File: src/rtl/key_event_conditioner.sv
// Push-button front end: synchronise, debounce and classify KEY[1:0] presses
// into single-cycle key0 / key1 / chord events used directly as clock enables.
module key_event_conditioner #(
  parameter int unsigned DEBOUNCE_CYCLES = 500_000,
  parameter int unsigned CHORD_CYCLES    = 2_500_000
) (
  input  logic       clk,
  input  logic       rst,
  input  logic [1:0] KEY,
  output logic [1:0] key_state,
  output logic       key0_pulse,
  output logic       key1_pulse,
  output logic       both_pulse
);

  localparam int unsigned CNT_W = $clog2(CHORD_CYCLES + 1);
  localparam logic [CNT_W-1:0] DB_LAST  = CNT_W'(DEBOUNCE_CYCLES - 1);
  localparam logic [CNT_W-1:0] WIN_LAST = CNT_W'(CHORD_CYCLES - 1);

  typedef enum logic [1:0] {
    IDLE     = 2'd0,
    ARMED    = 2'd1,
    CHORD    = 2'd2,
    WAIT_REL = 2'd3
  } state_t;

  logic [1:0]       r_sync1;
  logic [1:0]       r_sync2;
  logic [1:0]       w_pressed;
  logic [CNT_W-1:0] r_db_cnt [2];
  logic [1:0]       r_key_state;
  logic [1:0]       r_key_prev;
  logic [1:0]       w_rise;
  logic [1:0]       w_fall;
  logic             w_other_rise;
  logic             w_own_fall;

  state_t           r_state;
  logic             r_sel;
  logic [CNT_W-1:0] r_win;
  logic             r_key0_pulse;
  logic             r_key1_pulse;
  logic             r_both_pulse;

  // Two-flop synchroniser; pins idle high (released) out of reset
  always_ff @(posedge clk) begin
    if (rst) begin
      r_sync1 <= 2'b11;
      r_sync2 <= 2'b11;
    end else begin
      r_sync1 <= KEY;
      r_sync2 <= r_sync1;
    end
  end

  assign w_pressed = ~r_sync2;

  // Per-key debounce: a level change is accepted only after it holds steadily
  always_ff @(posedge clk) begin
    if (rst) begin
      r_key_state <= 2'b00;
      for (int k = 0; k < 2; k++) begin
        r_db_cnt[k] <= '0;
      end
    end else begin
      for (int k = 0; k < 2; k++) begin
        if (w_pressed[k] == r_key_state[k]) begin
          r_db_cnt[k] <= '0;
        end else if (r_db_cnt[k] == DB_LAST) begin
          r_key_state[k] <= ~r_key_state[k];
          r_db_cnt[k]    <= '0;
        end else begin
          r_db_cnt[k] <= r_db_cnt[k] + CNT_W'(1);
        end
      end
    end
  end

  // Previous debounced level for press/release edge detection
  always_ff @(posedge clk) begin
    if (rst) begin
      r_key_prev <= 2'b00;
    end else begin
      r_key_prev <= r_key_state;
    end
  end

  assign w_rise       = r_key_state & ~r_key_prev;
  assign w_fall       = ~r_key_state & r_key_prev;
  assign w_other_rise = w_rise[~r_sel];
  assign w_own_fall   = w_fall[r_sel];

  // Press classifier: tap, hold-timeout or chord, one event per episode
  always_ff @(posedge clk) begin
    if (rst) begin
      r_state      <= IDLE;
      r_sel        <= 1'b0;
      r_win        <= '0;
      r_key0_pulse <= 1'b0;
      r_key1_pulse <= 1'b0;
      r_both_pulse <= 1'b0;
    end else begin
      r_key0_pulse <= 1'b0;
      r_key1_pulse <= 1'b0;
      r_both_pulse <= 1'b0;
      case (r_state)
        IDLE: begin
          if (w_rise == 2'b11) begin
            r_both_pulse <= 1'b1;
            r_state      <= CHORD;
          end else if (w_rise[0]) begin
            r_sel   <= 1'b0;
            r_win   <= '0;
            r_state <= ARMED;
          end else if (w_rise[1]) begin
            r_sel   <= 1'b1;
            r_win   <= '0;
            r_state <= ARMED;
          end
        end
        ARMED: begin
          // Window counter saturates rather than wrapping
          if (r_win != WIN_LAST) begin
            r_win <= r_win + CNT_W'(1);
          end
          if (w_other_rise) begin
            r_both_pulse <= 1'b1;
            r_state      <= CHORD;
          end else if (w_own_fall) begin
            r_key0_pulse <= ~r_sel;
            r_key1_pulse <= r_sel;
            r_state      <= IDLE;
          end else if (r_win == WIN_LAST) begin
            r_key0_pulse <= ~r_sel;
            r_key1_pulse <= r_sel;
            r_state      <= WAIT_REL;
          end
        end
        CHORD, WAIT_REL: begin
          if (r_key_state == 2'b00) begin
            r_state <= IDLE;
          end
        end
        default: begin
          r_state <= IDLE;
        end
      endcase
    end
  end

  assign key_state  = r_key_state;
  assign key0_pulse = r_key0_pulse;
  assign key1_pulse = r_key1_pulse;
  assign both_pulse = r_both_pulse;

endmodule

File: config.mk
export PLATFORM = sky130hd
export DESIGN_NAME = key_event_conditioner
export DESIGN_NICKNAME = d
export VERILOG_FILES = /design/src/rtl/key_event_conditioner.sv
export SDC_FILE = /design/constraint.sdc
export NUM_CORES = 1
export LEC_CHECK = 0
export BUFFER_PORTS_ARGS = -buffer_cell sky130_fd_sc_hd__buf_2
export CAP_MARGIN = 15
export CORE_MARGIN = 10
export CORE_UTILIZATION = 42
export CTS_CLUSTER_SIZE = 25
export DETAILED_ROUTE_END_ITERATION = 12
export PLACE_DENSITY = 0.68
export SLEW_MARGIN = 20
export SYNTH_ARGS = -nofsm -noshare
export SYNTH_HDL_FRONTEND = slang
export SYNTH_SLANG_ARGS = --single-unit
File: constraint.sdc
create_clock -name clk -period 2.7 [get_ports clk]
set_input_delay 0.54 -clock clk [delete_from_list [all_inputs] [get_ports clk]]
set_output_delay 0.54 -clock clk [all_outputs]
set_load 0.05 [all_outputs]
==> results of run 1 <==
[critical path: cells and delay by family (launching register included)]
kind | cells | cell delay [ps]
and+or+nand+nor | 3 | 730
DFF | 1 | 490
AOI/OAI and AO/OA | 1 | 390
adders and majority gates | 1 | 250
xor gates and xnor gates | 1 | 160
buffers and inverters | 1 | 130
[logic make-up after synthesis]
group	after synthesis
simple gates	215
flops	80
xor+xnor	57
compound gates	39
buf+inv	22
fa+ha+maj	5
mux	3
other cells	1
[path summary, 6_finish.rpt]
kind	depth (start not counted)	endpoint	slack (ps)	startpoint
worst min register to register	1	r_sync2[1]	430	r_sync1[1]
worst max-delay path	7	r_win[7]	440	key_state[0]
worst min-delay path	2	r_sync1[0]	360	KEY[0]
worst max register to register	7	r_win[7]	440	key_state[0]
[area by class of cell]
type	instances	share of cell area [%]
Inverter	8	0.642
Tap cell	133	3.56
Sequential cell	80	43.7
Clock buffer	9	2.65
Clock inverter	7	1.71
Multi-Input combinational cell	363	45.8
Timing Repair Buffer	15	1.98
[cell usage in the layout, fill, tap and decap left out, types with 9 or more instances in the layout]
master | synthesis | routed
sky130_fd_sc_hd__nand3_1 | 21 | 21
sky130_fd_sc_hd__xnor2_1 | 29 | 29
sky130_fd_sc_hd__a21oi_1 | 17 | 17
sky130_fd_sc_hd__dfxtp_1 | 36 | 36
sky130_fd_sc_hd__nand2_1 | 38 | 38
sky130_fd_sc_hd__nand4_1 | 14 | 14
sky130_fd_sc_hd__clkbuf_8 | 0 | 9
sky130_fd_sc_hd__nor2_1 | 77 | 77
sky130_fd_sc_hd__edfxtp_1 | 44 | 44
sky130_fd_sc_hd__and3_1 | 10 | 10
sky130_fd_sc_hd__xor2_1 | 28 | 28
sky130_fd_sc_hd__conb_1 | 1 | 44
[per-stage QoR]
stage	total power [mW]	instances	area, um2
finish	2.50	615	4680
CTS	2.52	615	4670
global route	2.62	615	4680
global placement	1.61	599	4460
floorplan	1.56	465	4280
detailed placement	1.61	599	4460
[state kept, by name, indices dropped and copies added, names as in the netlist, 2 cells and up]
register / cells
r_sync2: 2
r_key_prev: 2
r_state: 2
r_db_cnt: 44
r_win: 22
r_sync1: 2
key_state: 2
[layer usage]
metal | GRT usage, % | share of wire, % | up-vias
met1 | 14.0 | 48 | 1400
met2 | 18.3 | 46 | 55
met3 | 3.02 | 4.4 | 9
met4 | 4.58 | 1.5 | 0
met5 | 0 | 0 | -
li1 | - | - | 1554
[power by group]
part           internal, mW  switching (mW)  total, mW
Clock                 0.439           0.475      0.914
Combinational        0.0755           0.138      0.213
Sequential             1.33          0.0509       1.38
==> results.txt, run 1 <==
----------------------------------------------------
[Status]
  Outcome ... completed

[Clock tree]
  Number of resized instances in the post-cts repair step ... 0
  Number of buffers created by CTS ... 9
  Number of H-tree branching levels ... 3
  Number of hold-repair buffers added at the cts stage ... 0
  Largest buffer count on any clock path ... 2
  CTS tree ... done
  Root Driver ... sky130_fd_sc_hd__clkbuf_8
  Buffers inserted by post-CTS timing repair ... 0
  Post-CTS clock slew at the launch and capture registers of the worst setup and hold paths ... 90 ps
  Count of clock tree sinks ... 80
  Insertion delay to the later sink of the worst-skew pair ... 360 ps

[Synthesis]
  Largest cells by area after synthesis ... sky130_fd_sc_hd__edfxtp_1 32%, sky130_fd_sc_hd__dfxtp_1 17%, sky130_fd_sc_hd__nor2_1 7.0%
  Post-synthesis mux area share ... 0.759%
  Simple-gate portion of the synthesized area ... 26.8%
  Sequential share of the synthesized area ... 49.6%
  Mapped Area ... 4120 um2
  Count of synthesis-stage warnings from yosys ... 0
  Leading cell type by number of instances after synthesis ... sky130_fd_sc_hd__nor2_1
  Fraction of post-synthesis cell area in the top cell type by area ... 32.1%
  Commonest cells post-synth ... 77 x sky130_fd_sc_hd__nor2_1, 44 x sky130_fd_sc_hd__edfxtp_1, 38 x sky130_fd_sc_hd__nand2_1
  Post-synthesis register bit count ... 80
  Combinational family with the most area after synthesis ... simple AND/OR/NAND/NOR gates
  Share of the synthesized netlist area taken by xor and xnor gates ... 12.1%
  Count of different cell masters after synthesis ... 51
  Average cell area after synthesis ... 9.76 um2
  Cell type with the highest aggregate area in the netlist ... sky130_fd_sc_hd__edfxtp_1
  FFs w/ async S/R, synth ... 0%
  Area fraction in compound gates after synthesis ... 6.59%
  Number of enable flip-flop cells after synthesis ... 44
  Number of instances in the synthesized netlist ... 422
  Fraction of the mapped netlist area in adder cells ... 1.52%
  Top_reg_cell synth ... sky130_fd_sc_hd__edfxtp_1

[Drt]
  Number of optimization iterations in the first detailed-route pass ... 5
  Mean routed wirelength per cell ... 12.4 um
  Initial DRC Count ... 209
  Residual DRC count ... 0
  Final WL ... 7600 um
  Via count of the routed design ... 3,018
  Number of nets still failing antenna checks after routing ... 0
  Vias per inst ... 4.91

[Die]
  Ports ... 9
  Floorplan Core Area ... 9680 um2
  Site row count ... 36
  DIE AREA ... 14,200 um2
  Die width ... 119 um
  Initial Util ... 42.5%
  Height of the chip ... 119 um

[Finish]
  Final layout net count ... 486
  Number of antenna repair diodes ... 0
  Fill cell count ... 923
  Share of cells above drive strength 1 ... 9.75%
  Area growth syn-to-layout ... 13.5%
  Reg area ... 2040 um2
  Total area of multi-input combinational cells ... 2140 um2
  Core Util, Final ... 48.3%

[Global routing]
  Number of global-route vias before repair ... 2,943
  Largest net degree at the start of global routing ... 23
  Antenna violations before repair ... 0
  Final global-route overflow total ... 0
  All-Layer GR Usage ... 11.3%
  Global-route wire length before repair ... 13,500 um

[Timing]
  Clock skew after layout ... 14.3 ps
  Setup repair after global routing missed its margin ... false
  Final WS setup ... 441 ps
  Number of pins with negative max-slew slack in the final report ... 0
  Sum of negative setup slack ... 0 ps
  Final number of setup-violating endpoints ... 0
  Maximum operating frequency ... 0.443 GHz
  Shortest clock period the worst path allows after layout ... 2260 ps
  Worst Tran Pin Value ... 555 ps
  Worst relative slew slack ... 62.9%
  Final cycle utilization of the critical path ... 83.7%
  Number of hold violations in the final report ... 0
  Final hold slack ... 359 ps

[Pwr]
  Power per cell area ... 536 nW/um2
  IR Drop Worst-Case VDD ... 274 uV
  Leakage component of the power ... 1.62 nW

[Placed design]
  Port buffer count ... 8
  Worst setup slack after placement ... 286 ps
  Final weighted congestion in routability-driven placement ... 0.811
  Post-detail-place hpwl ... 5320 um

[Job]
  MaxCap Viol Count ... 0

[Min path]
  Class of the most critical hold timing path ... input port to flip-flop

[Setup path]
  Worst Setup Start Kind ... flip-flop
  Worst endpoint data arrival time ... 2510 ps
  Critical setup path kind ... flip-flop to flip-flop
  Cell with the largest stage delay on the worst path ... sky130_fd_sc_hd__dfxtp_1
  Worst EP required ... 2950 ps
  Largest fanout on the critical path ... 17
  Largest incremental delay on the critical path ... 490 ps
  Worst setup EP type ... flip-flop
  Worst path cell trace ... nor2b_1 > inv_1 > ha_1 > nand2b_2 > a2111oi_4 > xnor2_1 > nor2_1

----------------------------------------------------
Note: power is estimated with default switching activity, not from simulation.
==> run 2, diff against run 1 <==
--- a/config.mk
+++ b/config.mk
@@ -5,6 +5,7 @@
 export SDC_FILE = /design/constraint.sdc
 export NUM_CORES = 1
 export LEC_CHECK = 0
+export ABC_AREA = 1
 export BUFFER_PORTS_ARGS = -buffer_cell sky130_fd_sc_hd__buf_2
 export CAP_MARGIN = 15
 export CORE_MARGIN = 10
==> constraint.sdc (replaced) <==
create_clock -name clk -period 2.37 [get_ports clk]
set_input_delay 0.474 -clock clk [delete_from_list [all_inputs] [get_ports clk]]
set_output_delay 0.474 -clock clk [all_outputs]
set_load 0.05 [all_outputs]
==> run 2 against run 1 <==
Die area is 11% higher. Sequential power rose by 13%. Largest cell class unchanged. Utilization fell by 0.30 points. Clock skew decreased by 6.9 ps. Global-route usage up 2.0 points. Largest power group unchanged.
==> results.txt, run 2 <==
----------------------------------------------------
[Clock tree]
  Number of buffers created by CTS ... 9 (unchanged)
  Post-CTS clock slew at the launch and capture registers of the worst setup and hold paths ... 80 ps (was 90 ps)
  Number of hold-repair buffers added at the cts stage ... 0 (unchanged)
  Root Driver ... sky130_fd_sc_hd__clkbuf_8 (unchanged)
  CTS tree ... done (unchanged)
  Largest buffer count on any clock path ... 2 (unchanged)
  Insertion delay to the later sink of the worst-skew pair ... 370 ps (was 360 ps)
  Number of resized instances in the post-cts repair step ... 0 (unchanged)
  Buffers inserted by post-CTS timing repair ... 0 (unchanged)
  Count of clock tree sinks ... 80 (unchanged)
  Number of H-tree branching levels ... 3 (unchanged)

[Synthesis]
  Sequential share of the synthesized area ... 43.9% (was 49.6%)
  Largest cells by area after synthesis ... sky130_fd_sc_hd__edfxtp_1 28%, sky130_fd_sc_hd__dfxtp_1 15%, sky130_fd_sc_hd__nand2_1 12% (was sky130_fd_sc_hd__edfxtp_1 32%, sky130_fd_sc_hd__dfxtp_1 17%, sky130_fd_sc_hd__nor2_1 7.0%)
  Top_reg_cell synth ... sky130_fd_sc_hd__edfxtp_1 (unchanged)
  Post-synthesis register bit count ... 80 (unchanged)
  Number of instances in the synthesized netlist ... 634 (was 422)
  Average cell area after synthesis ... 7.34 um2 (was 9.76 um2)
  Count of different cell masters after synthesis ... 35 (was 51)
  Number of enable flip-flop cells after synthesis ... 44 (unchanged)
  Mapped Area ... 4650 um2 (was 4120 um2)
  Count of synthesis-stage warnings from yosys ... 0 (unchanged)
  FFs w/ async S/R, synth ... 0% (unchanged)
  Leading cell type by number of instances after synthesis ... sky130_fd_sc_hd__nand2_1 (was sky130_fd_sc_hd__nor2_1)
  Cell type with the highest aggregate area in the netlist ... sky130_fd_sc_hd__edfxtp_1 (unchanged)
  Fraction of post-synthesis cell area in the top cell type by area ... 28.4% (was 32.1%)
  Commonest cells post-synth ... 147 x sky130_fd_sc_hd__nand2_1, 99 x sky130_fd_sc_hd__nor2_1, 68 x sky130_fd_sc_hd__nand3_1 (was 77 x sky130_fd_sc_hd__nor2_1, 44 x sky130_fd_sc_hd__edfxtp_1, 38 x sky130_fd_sc_hd__nand2_1)

[Timing]
  Clock skew after layout ... 7.40 ps (was 14.3 ps)
  Final number of setup-violating endpoints ... 0 (unchanged)
  Number of hold violations in the final report ... 0 (unchanged)
  Final cycle utilization of the critical path ... 83.5% (was 83.7%)
  Sum of negative setup slack ... 0 ps (unchanged)
  Shortest clock period the worst path allows after layout ... 1980 ps (was 2260 ps)
  Number of pins with negative max-slew slack in the final report ... 0 (unchanged)
  Maximum operating frequency ... 0.505 GHz (was 0.443 GHz)
  Setup repair after global routing missed its margin ... false (unchanged)

[Global routing]
  Final global-route overflow total ... 0 (unchanged)
  All-Layer GR Usage ... 13.3% (was 11.3%)
  Global-route wire length before repair ... 17,700 um (was 13,500 um)
  Antenna violations before repair ... 0 (unchanged)
  Number of global-route vias before repair ... 4,031 (was 2,943)
  Largest net degree at the start of global routing ... 23 (unchanged)

[Setup path]
  Cell with the largest stage delay on the worst path ... sky130_fd_sc_hd__edfxtp_1 (was sky130_fd_sc_hd__dfxtp_1)
  Worst setup startpoint ... r_db_cnt[1][0] (was key_state[0])
  Worst path cell trace ... ha_1 > nand2_1 > nor2_2 > inv_1 > nor2_1 > nand4_1 > nand2_1 > buf_4 > nor2_1 (was nor2b_1 > inv_1 > ha_1 > nand2b_2 > a2111oi_4 > xnor2_1 > nor2_1)
  Worst setup EP type ... flip-flop (unchanged)
  CP bufs+invs ... 2 (was 1)
  Critical setup path kind ... flip-flop to flip-flop (unchanged)
  Worst EP required ... 2490 ps (was 2950 ps)
  Largest incremental delay on the critical path ... 380 ps (was 490 ps)
  Worst endpoint data arrival time ... 2100 ps (was 2510 ps)
  Kind of cell with the highest combined delay on the critical path ... simple AND/OR/NAND/NOR gates (unchanged)
  Largest fanout on the critical path ... 22 (was 17)
  Reg-to-reg critical path startpoint ... r_db_cnt[1][0] (was key_state[0])
  Worst Setup Start Kind ... flip-flop (unchanged)

[Drt]
  Number of optimization iterations in the first detailed-route pass ... 5 (unchanged)
  Number of nets still failing antenna checks after routing ... 0 (unchanged)
  Vias per inst ... 5.07 (was 4.91)
  Final WL ... 10,500 um (was 7600 um)
  Mean routed wirelength per cell ... 12.5 um (was 12.4 um)
  Residual DRC count ... 0 (unchanged)
  Initial DRC Count ... 348 (was 209)
  Via count of the routed design ... 4,245 (was 3,018)

[Placed design]
  Final weighted congestion in routability-driven placement ... 0.919 (was 0.811)
  Port buffer count ... 8 (unchanged)
  Post-detail-place hpwl ... 7960 um (was 5320 um)
  Placed cell area ... 5010 um2 (was 4460 um2)
  Number of instances in the placed design ... 822 (was 599)

[Pwr]
  Power share of the combinational group ... 7.9% (was 8.5%)
  Switching share of power ... 26.3% (was 26.5%)
  Internal power of the cells ... 2.05 mW (was 1.84 mW)
  Leakage component of the power ... 1.99 nW (was 1.62 nW)
  Relative contribution of the clock network to total power ... 36.0% (was 36.5%)
  IR Drop Worst-Case VDD ... 354 uV (was 274 uV)
  Sequential power share ... 56.1% (was 55.0%)
  Switching Power ... 732 uW (was 664 uW)
  Overall Power ... 2.78 mW (was 2.50 mW)
  Power per cell area ... 534 nW/um2 (was 536 nW/um2)

[Die]
  Die width ... 125 um (was 119 um)
  Site row count ... 38 (was 36)
  Floorplan Core Area ... 10,800 um2 (was 9680 um2)
  Height of the chip ... 125 um (was 119 um)
  Ports ... 9 (unchanged)
  Initial Util ... 42.9% (was 42.5%)
  DIE AREA ... 15,700 um2 (was 14,200 um2)

[Job]
  MaxCap Viol Count ... 0 (unchanged)

[Finish]
  Flip-flop count of the largest register after layout ... 44 (unchanged)
  Leading cell type in the layout, fill and taps excluded ... sky130_fd_sc_hd__nand2_1 (was sky130_fd_sc_hd__nor2_1)
  Area growth syn-to-layout ... 11.9% (was 13.5%)
  Highest-count cells in the layout ignoring fill and taps ... 147 x sky130_fd_sc_hd__nand2_1, 99 x sky130_fd_sc_hd__nor2_1, 68 x sky130_fd_sc_hd__nand3_1 (was 77 x sky130_fd_sc_hd__nor2_1, 44 x sky130_fd_sc_hd__edfxtp_1, 44 x sky130_fd_sc_hd__conb_1)
  Core Util, Final ... 48.0% (was 48.3%)
  Share of cells above drive strength 1 ... 8.60% (was 9.75%)
  Post-route standard cell area excluding fillers ... 5200 um2 (was 4680 um2)
  Final layout net count ... 702 (was 486)
  Final cell count without fillers ... 838 (was 615)
  Regs by FF count ... r_db_cnt x44, r_win x22 (unchanged)
  Largest reg by FF count ... r_db_cnt (unchanged)
  Number of antenna repair diodes ... 0 (unchanged)

[Status]
  Outcome ... completed (unchanged)

[Min path]
  Source of the worst hold timing path ... KEY[1] (was KEY[0])
  Class of the most critical hold timing path ... input port to flip-flop (unchanged)

----------------------------------------------------
==> run 2: cell types whose count changed in the layout (fill, tap and decap cells not counted), moves of 9 or more <==
cell / delta
sky130_fd_sc_hd__xnor2_1: -26
sky130_fd_sc_hd__nor3_1: +22
sky130_fd_sc_hd__xor2_1: -17
sky130_fd_sc_hd__nor2_1: +22
sky130_fd_sc_hd__nand3_1: +47
sky130_fd_sc_hd__and3_1: -9
sky130_fd_sc_hd__nand2_1: +109
sky130_fd_sc_hd__a21oi_1: +28
sky130_fd_sc_hd__inv_1: +57
==> run 2: layout make-up <==
cell class              instances  area (um2)
clock buffers                  12         166
clock inverters                 4        23.8
fillers                      1055        5640
inverters                      68         255
multi-input cells             518        2440
flip-flops and latches         80        2040
well taps                     140         175
repair buffers                 16         100
==> run 2: power by group through the flow <==
stage                     clock network [mW]  logic, mW  registers, mW
after detailed placement                   0      0.214           1.59
after global routing                    1.08      0.249           1.57
after global placement                     0      0.209           1.59
after CTS                               1.02      0.215           1.56
final                                   1.00      0.219           1.56
after floorplan                            0      0.179           1.58
==> run 2: logic make-up (layout without fill, tap and decap cells) <==
logic type,count (synthesis),count (layout),share of synthesized area (%)
AND/OR/NAND/NOR,396,396,38.3
flip-flops,80,80,43.9
buffers and inverters,79,100,7.10
AO/OA/AOI/OAI,59,59,6.59
XOR/XNOR,14,14,2.64
adder cells (fa/ha/maj),5,5,1.35
other,1,44,0.0806
==> run 2: final timing paths <==
| kind | cells past startpoint | slack, ps | endpoint |
|---|---|---|---|
| setup / recovery | 9 | 390 | r_db_cnt[1][15] |
| hold / removal | 2 | 290 | r_sync1[1] |
| setup reg to reg | 9 | 390 | r_db_cnt[1][15] |
| hold reg to reg | 1 | 410 | r_sync2[1] |
==> run 2: through the flow <==
| stage | setup slack, ps | hold WS, ps |
|---|---|---|
| after floorplan | 331 | 389 |
| after global placement | 519 | 392 |
| after detailed placement | 435 | 392 |
| after CTS | 402 | 272 |
| after global routing | 151 | 277 |
| final | 392 | 287 |
==> run 2: per-layer routing <==
layer	wire length (um)	vias up	share of wire [%]	track usage [%]
li1	-	2178	-	-
met1	4840	1936	46	16.8
met2	4870	109	46	21.1
met3	552	22	5.3	2.53
met4	241	0	2.3	6.98
met5	0	-	0	0
==> run 3, diff against run 2 <==
--- a/config.mk
+++ b/config.mk
@@ -5,7 +5,7 @@
 export SDC_FILE = /design/constraint.sdc
 export NUM_CORES = 1
 export LEC_CHECK = 0
-export ABC_AREA = 1
+export ABC_AREA = 0
 export BUFFER_PORTS_ARGS = -buffer_cell sky130_fd_sc_hd__buf_2
 export CAP_MARGIN = 15
 export CORE_MARGIN = 10
==> constraint.sdc (replaced) <==
create_clock -name clk -period 1.9 [get_ports clk]
set_input_delay 0.38 -clock clk [delete_from_list [all_inputs] [get_ports clk]]
set_output_delay 0.38 -clock clk [all_outputs]
set_load 0.05 [all_outputs]
==> run 3 against run 2 <==
Flip-flop and latch count unchanged. Global-route usage is 1.2 points lower. The flow now finishes with violations (setup timing). Critical path type unchanged. Clock power increased by 31%. Total power grew 34%. Clock skew is 3.0 ps higher. Die area is 9.7% lower.
==> results.txt, run 3 (same netlist as run 1, synthesis figures left out) <==
----------------------------------------------------
[Pwr]
  Leakage component of the power ... 1.93 nW (was 1.99 nW)
  Power per cell area ... 707 nW/um2 (was 534 nW/um2)
  IR Drop Worst-Case VDD ... 397 uV (was 354 uV)
  Overall Power ... 3.73 mW (was 2.78 mW)

[Global routing]
  Largest net degree at the start of global routing ... 23 (unchanged)
  Number of global-route vias before repair ... 3,241 (was 4,031)
  All-Layer GR Usage ... 12.1% (was 13.3%)
  Final global-route overflow total ... 0 (unchanged)
  Global-route wire length before repair ... 14,400 um (was 17,700 um)
  Antenna violations before repair ... 0 (unchanged)

[Die]
  Site row count ... 36 (was 38)
  Floorplan Core Area ... 9680 um2 (was 10,800 um2)
  Height of the chip ... 119 um (was 125 um)
  DIE AREA ... 14,200 um2 (was 15,700 um2)
  Die width ... 119 um (was 125 um)
  Initial Util ... 42.5% (was 42.9%)
  Ports ... 9 (unchanged)

[Timing]
  Setup repair after global routing missed its margin ... true (was false)
  Number of hold violations in the final report ... 0 (unchanged)
  Final cycle utilization of the critical path ... 108% (was 83.5%)
  Final number of setup-violating endpoints ... 23 (was 0)
  Number of pins with negative max-slew slack in the final report ... 0 (unchanged)
  Final hold slack ... 197 ps (was 287 ps)
  Shortest clock period the worst path allows after layout ... 2050 ps (was 1980 ps)
  Clock skew after layout ... 10.4 ps (was 7.40 ps)
  Sum of negative setup slack ... -2960 ps (was 0 ps)
  Maximum operating frequency ... 0.488 GHz (was 0.505 GHz)
  Final WS setup ... -150 ps (was 392 ps)

[Finish]
  Core Util, Final ... 54.5% (was 48.0%)
  Final layout net count ... 538 (was 702)
  Leading cell type in the layout, fill and taps excluded ... sky130_fd_sc_hd__nor2_1 (was sky130_fd_sc_hd__nand2_1)
  Final cell count without fillers ... 667 (was 838)
  Largest reg by FF count ... r_db_cnt (unchanged)
  Regs by FF count ... r_db_cnt x44, r_win x22 (unchanged)
  Fill cell count ... 869 (was 1,055)
  Flip-flop count of the largest register after layout ... 44 (unchanged)
  Number of antenna repair diodes ... 0 (unchanged)
  Share of cells above drive strength 1 ... 25.5% (was 8.60%)
  Highest-count cells in the layout ignoring fill and taps ... 63 x sky130_fd_sc_hd__nor2_1, 53 x sky130_fd_sc_hd__buf_4, 44 x sky130_fd_sc_hd__edfxtp_1, 44 x sky130_fd_sc_hd__conb_1, 37 x sky130_fd_sc_hd__nand2_1 (was 147 x sky130_fd_sc_hd__nand2_1, 99 x sky130_fd_sc_hd__nor2_1, 68 x sky130_fd_sc_hd__nand3_1)
  Area growth syn-to-layout ... 28.2% (was 11.9%)
  Post-route standard cell area excluding fillers ... 5280 um2 (was 5200 um2)

[Clock tree]
  Number of H-tree branching levels ... 3 (unchanged)
  Count of clock tree sinks ... 80 (unchanged)
  Number of buffers created by CTS ... 9 (unchanged)
  Root Driver ... sky130_fd_sc_hd__clkbuf_8 (unchanged)
  CTS tree ... done (unchanged)
  Largest buffer count on any clock path ... 2 (unchanged)
  Insertion delay to the later sink of the worst-skew pair ... 360 ps (was 370 ps)
  Number of hold-repair buffers added at the cts stage ... 0 (unchanged)
  Post-CTS clock slew at the launch and capture registers of the worst setup and hold paths ... 90 ps (was 80 ps)

[Drt]
  Vias per inst ... 4.90 (was 5.07)
  Initial DRC Count ... 224 (was 348)
  Met3 wire length ... 223 um (was 552 um)
  Number of nets still failing antenna checks after routing ... 0 (unchanged)
  Number of optimization iterations in the first detailed-route pass ... 4 (was 5)
  Residual DRC count ... 0 (unchanged)
  Routed met2 length ... 4030 um (was 4870 um)
  Max Used Layer ... met4 (unchanged)
  Mean routed wirelength per cell ... 12.5 um (about the same)
  Via count of the routed design ... 3,268 (was 4,245)
  Final WL ... 8350 um (was 10,500 um)
  M1 WL ... 3980 um (was 4840 um)

[Setup path]
  Worst EP required ... 2020 ps (was 2490 ps)
  Critical setup path kind ... flip-flop to flip-flop (unchanged)
  Worst setup EP type ... flip-flop (unchanged)
  Worst endpoint data arrival time ... 2170 ps (was 2100 ps)
  Largest fanout on the critical path ... 6 (was 22)
  Worst Setup Start Kind ... flip-flop (unchanged)

[Placed design]
  Placed cell area ... 4850 um2 (was 5010 um2)
  Port buffer count ... 8 (unchanged)
  Number of instances in the placed design ... 645 (was 822)
  Worst setup slack after placement ... -136 ps (was 435 ps)
  Post-detail-place hpwl ... 5900 um (was 7960 um)
  Final weighted congestion in routability-driven placement ... 0.819 (was 0.919)

[Status]
  Outcome ... finished with violations (was completed)
  Violated checks ... setup timing

[Job]
  MaxCap Viol Count ... 0 (unchanged)

[Min path]
  Class of the most critical hold timing path ... input port to flip-flop (unchanged)

----------------------------------------------------
run 3: changes by cell type in the layout (fill, tap and decap cells not counted), moves of 29 or more:
cell | before | now
sky130_fd_sc_hd__buf_4 | 8 | 53
sky130_fd_sc_hd__nand3_1 | 68 | 21
sky130_fd_sc_hd__nor2_1 | 99 | 63
sky130_fd_sc_hd__nand2_1 | 147 | 37
sky130_fd_sc_hd__inv_1 | 65 | 8
sky130_fd_sc_hd__a21oi_1 | 45 | 16
run 3: worst paths after layout:
path | startpoint | endpoint | slack, ps | cells past startpoint
hold reg to reg | r_sync1[1] | r_sync2[1] | 410 | 1
setup reg to reg | r_db_cnt[0][19] | r_db_cnt[0][14] | -150 | 6
hold / removal | KEY[0] | r_sync1[0] | 200 | 2
setup / recovery | r_db_cnt[0][19] | r_db_cnt[0][14] | -150 | 6
run 3: metal layers:
metal / GRT usage [%] / vias to the layer above
met5: 0 / -
met4: 5.57 / 0
met3: 2.22 / 13
met2: 19.8 / 28
met1: 15.2 / 1566
li1: - / 1661
run 3: cell type report:
| class | count | area (um2) | share of cell area, % |
|---|---|---|---|
| multi-input combinational | 366 | 2340 | 44.4 |
| clock buffer | 10 | 138 | 2.61 |
| clock inverter | 6 | 66.3 | 1.26 |
| timing repair buffer | 64 | 480 | 9.10 |
| sequential | 80 | 2050 | 38.9 |
| tap | 133 | 166 | 3.15 |
| inverter | 8 | 30.0 | 0.569 |
run 3: timing repair:
action,4_1_cts,5_1_grt
cloned,3,0
pin swaps,11,19
setup buffers,0,3
endpoints found under the setup margin,24,67
resized for setup,7,39
run 3: power by group:
part           leakage, nW  internal (mW)  switching [mW]  total, mW
registers            0.748           1.88          0.0510       1.93
logic                 1.08          0.217           0.273      0.490
clock network        0.107          0.650           0.656       1.31
total                 1.93           2.75           0.980       3.73
run 3: critical path, cell delays in order, from the launching register on:
cell,delay (ps)
sky130_fd_sc_hd__edfxtp_1,390
sky130_fd_sc_hd__or4b_1,540
sky130_fd_sc_hd__nor4_2,150
sky130_fd_sc_hd__nand4_1,180
sky130_fd_sc_hd__nor3_4,260
sky130_fd_sc_hd__or3_4,250
sky130_fd_sc_hd__nor2_1,50
